`src/rtl/oled_spi_receiver_if.sv`:
```
// -----------------------------------------------------------------------------
// oled_spi_receiver_if
// Bundles the 4-wire OLED SPI link and the decoded pixel/command outputs of the
// display-side receiver.
//   master : display controller side (drives the SPI pins, observes the outputs)
//   slave  : oled_spi_receiver (samples the SPI pins, drives the outputs)
// Signals:
//   spi_csn, spi_clk, spi_mosi, spi_dc, spi_resn : SPI link pads
//   pixel_we, pixel_x, pixel_y, pixel_data       : addressed pixel write strobe
//   frame_end                                    : last pixel of the window
//   cmd_valid, cmd_byte                          : received command byte strobe
// -----------------------------------------------------------------------------
interface oled_spi_receiver_if #(
    parameter int c_color_bits = 16,
    parameter int c_x_size     = 96,
    parameter int c_y_size     = 64,
    parameter int c_x_bits     = $clog2(c_x_size),
    parameter int c_y_bits     = $clog2(c_y_size)
);
    logic                    spi_csn;
    logic                    spi_clk;
    logic                    spi_mosi;
    logic                    spi_dc;
    logic                    spi_resn;
    logic                    pixel_we;
    logic [c_x_bits-1:0]     pixel_x;
    logic [c_y_bits-1:0]     pixel_y;
    logic [c_color_bits-1:0] pixel_data;
    logic                    frame_end;
    logic                    cmd_valid;
    logic [7:0]              cmd_byte;

    modport master (
        output spi_csn, spi_clk, spi_mosi, spi_dc, spi_resn,
        input  pixel_we, pixel_x, pixel_y, pixel_data, frame_end, cmd_valid, cmd_byte
    );

    modport slave (
        input  spi_csn, spi_clk, spi_mosi, spi_dc, spi_resn,
        output pixel_we, pixel_x, pixel_y, pixel_data, frame_end, cmd_valid, cmd_byte
    );
endinterface

```
`src/rtl/oled_spi_receiver.sv`:
```
// -----------------------------------------------------------------------------
// oled_spi_receiver
// Display-side end of an SSD1331/SSD1351-style 4-wire SPI link. The SPI pads are
// oversampled in the local clock domain, bytes are assembled MSB first, the
// column/row window commands (0x15 / 0x75) are decoded and pixel data bytes
// become addressed pixel writes that walk the current window.
// Ports:
//   clk   : local clock, at least 4x the SPI clock
//   reset : asynchronous, active-high
//   bus   : oled_spi_receiver_if.slave (SPI pads in, pixel/command strobes out)
// Timing: a byte's pixel_we / cmd_valid is registered 4 clk cycles after the
// pad rising edge of its last (LSB) bit: 2 synchronizer stages, 1 shift stage,
// 1 output stage.
// -----------------------------------------------------------------------------
module oled_spi_receiver #(
    parameter int c_color_bits = 16,
    parameter int c_x_size     = 96,
    parameter int c_y_size     = 64,
    parameter int c_x_bits     = $clog2(c_x_size),
    parameter int c_y_bits     = $clog2(c_y_size)
) (
    input  logic                  clk,
    input  logic                  reset,
    oled_spi_receiver_if.slave    bus
);

    // Bit positions inside the synchronizer vectors
    localparam int c_i_csn  = 0;
    localparam int c_i_clk  = 1;
    localparam int c_i_mosi = 2;
    localparam int c_i_dc   = 3;
    localparam int c_i_resn = 4;

    localparam logic [c_x_bits-1:0] c_x_last = c_x_bits'(c_x_size - 1);
    localparam logic [c_y_bits-1:0] c_y_last = c_y_bits'(c_y_size - 1);
    localparam bit                  c_byte_pixel = (c_color_bits == 8);

    typedef enum logic [2:0] {
        S_CMD   = 3'd0,
        S_COL_A = 3'd1,
        S_COL_B = 3'd2,
        S_ROW_A = 3'd3,
        S_ROW_B = 3'd4
    } state_t;

    // Synchronizers and edge history
    logic [4:0] pad_s;
    logic [4:0] sync1_r;
    logic [4:0] sync2_r;
    logic       sck_d_r;
    logic       csn_d_r;

    // Decoded synchronized controls
    logic       csn_s;
    logic       resn_s;
    logic       srst_s;
    logic       sck_rise_s;
    logic       accept_s;

    // Byte assembly
    logic [7:0] shift_r;
    logic [2:0] bit_cnt_r;
    logic       byte_done_r;
    logic       byte_dc_r;

    // Command FSM and window/pointer
    state_t              state_r;
    state_t              state_s;
    logic                cmd_s;
    logic                data_s;
    logic                pix_fire_s;
    logic [c_x_bits-1:0] col_start_r;
    logic [c_x_bits-1:0] col_end_r;
    logic [c_y_bits-1:0] row_start_r;
    logic [c_y_bits-1:0] row_end_r;
    logic [c_x_bits-1:0] x_r;
    logic [c_y_bits-1:0] y_r;
    logic [c_x_bits-1:0] x_next_s;
    logic [c_y_bits-1:0] y_next_s;
    logic                frame_s;
    logic                phase_r;
    logic [7:0]          data_hi_r;
    logic [c_color_bits-1:0] pixel_value_s;

    // Registered outputs
    logic                    pixel_we_r;
    logic [c_x_bits-1:0]     pixel_x_r;
    logic [c_y_bits-1:0]     pixel_y_r;
    logic [c_color_bits-1:0] pixel_data_r;
    logic                    frame_end_r;
    logic                    cmd_valid_r;
    logic [7:0]              cmd_byte_r;

    assign pad_s = {bus.spi_resn, bus.spi_dc, bus.spi_mosi, bus.spi_clk, bus.spi_csn};

    // Two-stage synchronizer plus one history stage for edge detection
    always_ff @(posedge clk or posedge reset) begin
        if (reset) begin
            sync1_r <= 5'b00000;
            sync2_r <= 5'b00000;
            sck_d_r <= 1'b0;
            csn_d_r <= 1'b0;
        end else begin
            sync1_r <= pad_s;
            sync2_r <= sync1_r;
            sck_d_r <= sync2_r[c_i_clk];
            csn_d_r <= sync2_r[c_i_csn];
        end
    end

    // Rise detection and bit acceptance.
    // A rise is still accepted in the cycle csn goes high so that a byte whose
    // 8th edge coincides with deselect completes before the counter clears.
    always_comb begin
        csn_s      = sync2_r[c_i_csn];
        resn_s     = sync2_r[c_i_resn];
        srst_s     = ~resn_s;
        sck_rise_s = sync2_r[c_i_clk] & ~sck_d_r;
        accept_s   = sck_rise_s & ~(csn_s & csn_d_r) & resn_s;
    end

    // Shift register, bit counter and byte-complete strobe
    always_ff @(posedge clk or posedge reset) begin
        if (reset) begin
            shift_r     <= 8'h00;
            bit_cnt_r   <= 3'd0;
            byte_done_r <= 1'b0;
            byte_dc_r   <= 1'b0;
        end else if (srst_s) begin
            shift_r     <= 8'h00;
            bit_cnt_r   <= 3'd0;
            byte_done_r <= 1'b0;
            byte_dc_r   <= 1'b0;
        end else begin
            byte_done_r <= 1'b0;
            if (accept_s) begin
                shift_r <= {shift_r[6:0], sync2_r[c_i_mosi]};
                if (bit_cnt_r == 3'd7) begin
                    bit_cnt_r   <= 3'd0;
                    byte_done_r <= 1'b1;
                    byte_dc_r   <= sync2_r[c_i_dc];
                end else begin
                    bit_cnt_r <= bit_cnt_r + 3'd1;
                end
            end else if (csn_s) begin
                // deselected: drop any partial byte
                bit_cnt_r <= 3'd0;
            end
        end
    end

    // Byte classification; data bytes are only honoured outside parameter states
    always_comb begin
        cmd_s  = byte_done_r & ~byte_dc_r;
        data_s = byte_done_r & byte_dc_r & (state_r == S_CMD);
        if (c_byte_pixel) begin
            pix_fire_s = data_s;
        end else begin
            pix_fire_s = data_s & phase_r;
        end
    end

    // Command FSM next-state logic
    always_comb begin
        state_s = state_r;
        if (cmd_s) begin
            case (state_r)
                S_CMD: begin
                    if (shift_r == 8'h15) begin
                        state_s = S_COL_A;
                    end else if (shift_r == 8'h75) begin
                        state_s = S_ROW_A;
                    end else begin
                        state_s = S_CMD;
                    end
                end
                S_COL_A: state_s = S_COL_B;
                S_COL_B: state_s = S_CMD;
                S_ROW_A: state_s = S_ROW_B;
                S_ROW_B: state_s = S_CMD;
                default: state_s = S_CMD;
            endcase
        end else begin
            state_s = state_r;
        end
    end

    // Command FSM state register
    always_ff @(posedge clk or posedge reset) begin
        if (reset) begin
            state_r <= S_CMD;
        end else if (srst_s) begin
            state_r <= S_CMD;
        end else begin
            state_r <= state_s;
        end
    end

    // Window walk: x wraps to col_start at col_end, y likewise at row_end.
    // Out-of-range windows simply count modulo 2^bits until the end value.
    always_comb begin
        frame_s = 1'b0;
        if (x_r == col_end_r) begin
            x_next_s = col_start_r;
            if (y_r == row_end_r) begin
                y_next_s = row_start_r;
                frame_s  = 1'b1;
            end else begin
                y_next_s = y_r + c_y_bits'(1);
            end
        end else begin
            x_next_s = x_r + c_x_bits'(1);
            y_next_s = y_r;
        end
    end

    // Pixel value: one byte per pixel, or held high byte plus current byte
    generate
        if (c_color_bits == 8) begin : g_px8
            always_comb pixel_value_s = shift_r;
        end else begin : g_px16
            always_comb pixel_value_s = {data_hi_r, shift_r};
        end
    endgenerate

    // Window registers, pointer, pixel phase and registered outputs
    always_ff @(posedge clk or posedge reset) begin
        if (reset) begin
            col_start_r  <= '0;
            col_end_r    <= c_x_last;
            row_start_r  <= '0;
            row_end_r    <= c_y_last;
            x_r          <= '0;
            y_r          <= '0;
            phase_r      <= 1'b0;
            data_hi_r    <= 8'h00;
            pixel_we_r   <= 1'b0;
            pixel_x_r    <= '0;
            pixel_y_r    <= '0;
            pixel_data_r <= '0;
            frame_end_r  <= 1'b0;
            cmd_valid_r  <= 1'b0;
            cmd_byte_r   <= 8'h00;
        end else if (srst_s) begin
            col_start_r  <= '0;
            col_end_r    <= c_x_last;
            row_start_r  <= '0;
            row_end_r    <= c_y_last;
            x_r          <= '0;
            y_r          <= '0;
            phase_r      <= 1'b0;
            data_hi_r    <= 8'h00;
            pixel_we_r   <= 1'b0;
            pixel_x_r    <= '0;
            pixel_y_r    <= '0;
            pixel_data_r <= '0;
            frame_end_r  <= 1'b0;
            cmd_valid_r  <= 1'b0;
            cmd_byte_r   <= 8'h00;
        end else begin
            pixel_we_r  <= pix_fire_s;
            frame_end_r <= pix_fire_s & frame_s;
            cmd_valid_r <= cmd_s;

            if (cmd_s) begin
                cmd_byte_r <= shift_r;
                // any command realigns the two-byte pixel phase
                phase_r    <= 1'b0;
                case (state_r)
                    S_COL_A: col_start_r <= shift_r[c_x_bits-1:0];
                    S_COL_B: begin
                        col_end_r <= shift_r[c_x_bits-1:0];
                        x_r       <= col_start_r;
                    end
                    S_ROW_A: row_start_r <= shift_r[c_y_bits-1:0];
                    S_ROW_B: begin
                        row_end_r <= shift_r[c_y_bits-1:0];
                        y_r       <= row_start_r;
                    end
                    default: begin
                        col_start_r <= col_start_r;
                    end
                endcase
            end else if (pix_fire_s) begin
                phase_r      <= 1'b0;
                pixel_x_r    <= x_r;
                pixel_y_r    <= y_r;
                pixel_data_r <= pixel_value_s;
                x_r          <= x_next_s;
                y_r          <= y_next_s;
            end else if (data_s) begin
                // first byte of a two-byte pixel
                data_hi_r <= shift_r;
                phase_r   <= 1'b1;
            end
        end
    end

    assign bus.pixel_we   = pixel_we_r;
    assign bus.pixel_x    = pixel_x_r;
    assign bus.pixel_y    = pixel_y_r;
    assign bus.pixel_data = pixel_data_r;
    assign bus.frame_end  = frame_end_r;
    assign bus.cmd_valid  = cmd_valid_r;
    assign bus.cmd_byte   = cmd_byte_r;

endmodule

```
`src/flat_wrapper.sv`:
```
// flat-port wrapper written by rule: the top's interface ports become plain ports
module oled_spi_receiver_flat 
#(
    parameter int c_color_bits = 16,
    parameter int c_x_size     = 96,
    parameter int c_y_size     = 64,
    parameter int c_x_bits     = $clog2(c_x_size),
    parameter int c_y_bits     = $clog2(c_y_size)
)
  (clk, reset, bus_spi_csn, bus_spi_clk, bus_spi_mosi, bus_spi_dc, bus_spi_resn, bus_pixel_we, bus_pixel_x, bus_pixel_y, bus_pixel_data, bus_frame_end, bus_cmd_valid, bus_cmd_byte);
  oled_spi_receiver_if #(.c_color_bits(c_color_bits), .c_x_size(c_x_size), .c_y_size(c_y_size), .c_x_bits(c_x_bits), .c_y_bits(c_y_bits)) bus_i ();
  input  logic clk;
  input  logic reset;
  input wire logic [$bits(bus_i.spi_csn)-1:0] bus_spi_csn;
  input wire logic [$bits(bus_i.spi_clk)-1:0] bus_spi_clk;
  input wire logic [$bits(bus_i.spi_mosi)-1:0] bus_spi_mosi;
  input wire logic [$bits(bus_i.spi_dc)-1:0] bus_spi_dc;
  input wire logic [$bits(bus_i.spi_resn)-1:0] bus_spi_resn;
  output wire logic [$bits(bus_i.pixel_we)-1:0] bus_pixel_we;
  output wire logic [$bits(bus_i.pixel_x)-1:0] bus_pixel_x;
  output wire logic [$bits(bus_i.pixel_y)-1:0] bus_pixel_y;
  output wire logic [$bits(bus_i.pixel_data)-1:0] bus_pixel_data;
  output wire logic [$bits(bus_i.frame_end)-1:0] bus_frame_end;
  output wire logic [$bits(bus_i.cmd_valid)-1:0] bus_cmd_valid;
  output wire logic [$bits(bus_i.cmd_byte)-1:0] bus_cmd_byte;
  assign bus_i.spi_csn = bus_spi_csn;
  assign bus_i.spi_clk = bus_spi_clk;
  assign bus_i.spi_mosi = bus_spi_mosi;
  assign bus_i.spi_dc = bus_spi_dc;
  assign bus_i.spi_resn = bus_spi_resn;
  assign bus_pixel_we = bus_i.pixel_we;
  assign bus_pixel_x = bus_i.pixel_x;
  assign bus_pixel_y = bus_i.pixel_y;
  assign bus_pixel_data = bus_i.pixel_data;
  assign bus_frame_end = bus_i.frame_end;
  assign bus_cmd_valid = bus_i.cmd_valid;
  assign bus_cmd_byte = bus_i.cmd_byte;
  oled_spi_receiver #(.c_color_bits(c_color_bits), .c_x_size(c_x_size), .c_y_size(c_y_size), .c_x_bits(c_x_bits), .c_y_bits(c_y_bits)) u_core (.clk(clk), .reset(reset), .bus(bus_i));
endmodule
```
`config.mk`:
```
export PLATFORM = sky130hd
export DESIGN_NAME = oled_spi_receiver_flat
export DESIGN_NICKNAME = d
export VERILOG_FILES = /design/src/rtl/oled_spi_receiver_if.sv /design/src/rtl/oled_spi_receiver.sv /design/src/flat_wrapper.sv
export SDC_FILE = /design/constraint.sdc
export NUM_CORES = 1
export LEC_CHECK = 0
export ABC_AREA = 1
export CORE_UTILIZATION = 50
export CTS_CLUSTER_DIAMETER = 120
export DETAILED_ROUTE_END_ITERATION = 6
export GPL_TIMING_DRIVEN = 1
export PLACE_DENSITY = 0.82
export SYNTH_ARGS = -nofsm -noshare
export SYNTH_HDL_FRONTEND = slang
export SYNTH_SLANG_ARGS = --single-unit
```
`constraint.sdc`:
```
create_clock -name clk -period 4.4 [get_ports clk]
set_input_delay 0.88 -clock clk [delete_from_list [all_inputs] [get_ports clk]]
set_output_delay 0.88 -clock clk [all_outputs]
set_load 0.01 [all_outputs]
```
==> metrics.txt <==
WP buf/inv 1; most common cell in the netlist nand2_1; GRT Util Overall 24.12%; area of the multi-input gates 1787 µm²; die extent in y 102.5 µm; CTS Buffer Depth 2; critical path peak fanout 2; fillcell total 786; CTS Buf Count 17; hold path cells 0; Buffers on Ports 46; Storage cell area 2918 µm²; largest net degree at the start of global routing 97; Tmin final 2.327 ns; worst path required time 3.52 ns; Yosys top cell area share 51.56%; status complete, no violations; Worst Skew 0.006456 ns; critical path launch point type flop; crit path DAT 1.45 ns; detail-routed via count per cell 5.329; CP max-delay cell clkdlybuf4s50_1; ys flop type dfrtp_1; flop-to-flop setup slack 2.12 ns; clk sinks 116; TNS Setup 0 ns; max-slew violations 0; Setup crit end kind output port; Reg-to-Reg End u_core.bus.pixel_data[10]; Worst-Margin Slew 1.159 ns; Syn Inst Count 577; share of cells above drive strength 1 11.98%; Distinct cells, synth 32; 1st-iter DRT viols 227; HP Class reg -> reg; CTS tree built; die area 10500 µm²; drt total wl 11350 µm; Power Density 415.1 nW/µm²; final hold slack 0.3470 ns; gr ovfl total 0; r2r startpoint u_core.sync2_r[4]; vias in the first global route 3977; first-pass GRT wire length 18930 µm; Synth Area per Inst 8.748 µm²; DR WL/cell 14.63 µm; I/O pins 47; number of synthesized register bits 116; top cells by count, synth nand2_1 (192), dfrtp_1 (104), inv_1 (60), o21ai_0 (48), o21ai_1 (34); CP max stage delay 0.56 ns; RSZ-0062 raised after global routing no; post-route clock period utilization 52.89%; Cell Area, Synth 5047 µm²; CTS clk-pin slew, worst paths 0.06 ns; Area Growth Syn to Fin 22.58%; # setup viols final 0; Hold Startpoint u_core.sync1_r[0]; crit-path cells clkdlybuf4s50_1; leakage 0.002919 µW; hpwl dp 7517 µm; Pre-antenna DRT Iters 7; diode count 0; core footprint 9774 µm²; Die X-Extent 102.5 µm; vias 4135; CP delay by family, top buffers and inverters; FFs w/ async S/R, synth 100.0%; initial antenna violation count 0; Peak supply drop 303.5 µV; Syn. warnings 0; root buffer cell clkbuf_8; row cnt 36; Max Clock Freq 0.4297 GHz; DRC 0; Seq/Total Area, Yosys 57.81%; WS Path Type reg -> out; Area contributors post-synth dfrtp_1 (52%), nand2_1 (14%), dfstp_2 (6.2%); post-route ant nets 0; global placer's final weighted congestion 0.8533; Synth area leader dfrtp_1; setup bufs post-CTS 0; post-CTS resize count 0; slew margin rel. 22.72%; Max Cap Violations 0; Final Hold Viols 0; number of synthesized flops with an enable pin 0; Synth Net Count 588; H-tree depth 4; WHS Endpoint u_core.sync2_r[0]; starting density of the core 51.64%; cells on worst reg2reg path 5; hold_buf cts 0; # nets final 642; clk_lat worst skew 0.52 ns
-- worst register-to-register path, delay by kind of cell (launching register included) --
family	cells	cell delay (ns)
AO/OA/AOI/OAI	1	0.16
buffers and inverters	2	0.53
flip-flops	1	0.86
AND/OR/NAND/NOR	2	0.68
-- sequential cells by signal (all words and copies together), names as in the netlist, 3 cells and up --
register,count
u_core.bit_cnt_r,3
u_core.bus.cmd_byte,8
u_core.bus.pixel_data,16
u_core.bus.pixel_x,7
u_core.bus.pixel_y,6
u_core.col_end_r,7
u_core.col_start_r,7
u_core.data_hi_r,8
u_core.row_end_r,6
u_core.row_start_r,6
u_core.shift_r,8
u_core.state_r,3
u_core.sync1_r,5
u_core.sync2_r,5
u_core.x_r,7
u_core.y_r,6
-- report_power, final --
part	internal [µW]	switching, µW
combinational	42.1	89.8
sequential	1090	26.5
clock	807	508
-- stage by stage --
step / setup WS, ns / utilization [%] / area (µm²) / cells / total power (µW)
finish: 2.073 / 63.30 / 6187 / 776 / 2568
global route: 1.909 / 63.30 / 6187 / 776 / 2655
CTS: 2.051 / 63.30 / 6187 / 776 / 2585
detailed placement: 1.950 / 57.48 / 5618 / 745 / 1270
global placement: 1.985 / 57.48 / 5618 / 745 / 1263
floorplan: 0.4674 / - / 5047 / 577 / 1233
-- logic make-up after synthesis --
kind of cell | Yosys count | share of synthesized area [%]
xor gates and xnor gates | 4 | 0.6942
DFF | 116 | 57.81
and+or+nand+nor | 270 | 22.81
adders and majority gates | 4 | 0.9916
buffers and inverters | 84 | 6.792
AOI/OAI and AO/OA | 99 | 10.91
-- layer usage --
layer / part of all wire [%] / vias up / global-route usage [%] / wire [µm]
met1: 44 / 1995 / 31.49 / 4960
li1: - / 1947 / - / -
met4: 1.6 / 0 / 9.560 / 176
met3: 6.0 / 21 / 6.293 / 677
met5: 0 / - / 0 / 0
met2: 49 / 172 / 38.51 / 5536
-- layout make-up --
cell class,instances,area share (%)
Tap cell,133,2.690
Clock buffer,17,6.694
Inverter,71,4.388
Multi-Input combinational cell,377,28.88
Timing Repair Buffer,48,7.685
Sequential cell,116,47.16
Clock inverter,14,2.508
-- how the worst max path moves through the flow --
stage	startpoint	to	slack, ns	cells past startpoint
2_1_floorplan	reset	u_core.bit_cnt_r[0]	0.47	1
6_report	u_core.bus.pixel_data[5]	bus_pixel_data[5]	2.07	1
5_1_grt	u_core.sync2_r[4]	u_core.bus.pixel_data[8]	1.91	5
4_1_cts	u_core.bus.cmd_byte[3]	bus_cmd_byte[3]	2.05	1
3_5_place_dp	reset	u_core.row_end_r[0]	1.95	3
3_3_place_gp	reset	u_core.row_end_r[0]	1.98	3
-- layout by cell type (no fill, tap or decap), types with 2 or more instances in the layout --
master	instances
nand2_1	192
dfrtp_1	104
inv_1	59
o21ai_0	48
clkdlybuf4s50_1	46
o21ai_1	34
nand3_1	28
nor2_1	22
clkbuf_16	16
dfstp_2	12
inv_2	10
nand2_2	7
a21oi_1	7
clkinvlp_4	5
nor2_4	4
nand4_1	4
ha_1	4
nor2_2	3
nand3_2	3
a22o_1	3
nor3_1	3
inv_6	3
clkinv_4	3
or2_0	2
inv_4	2
xnor2_1	2
xor2_1	2
a32o_1	2
o22ai_1	2
bufinv_16	2
buf_4	2
Note: power is estimated with default switching activity, not from simulation.
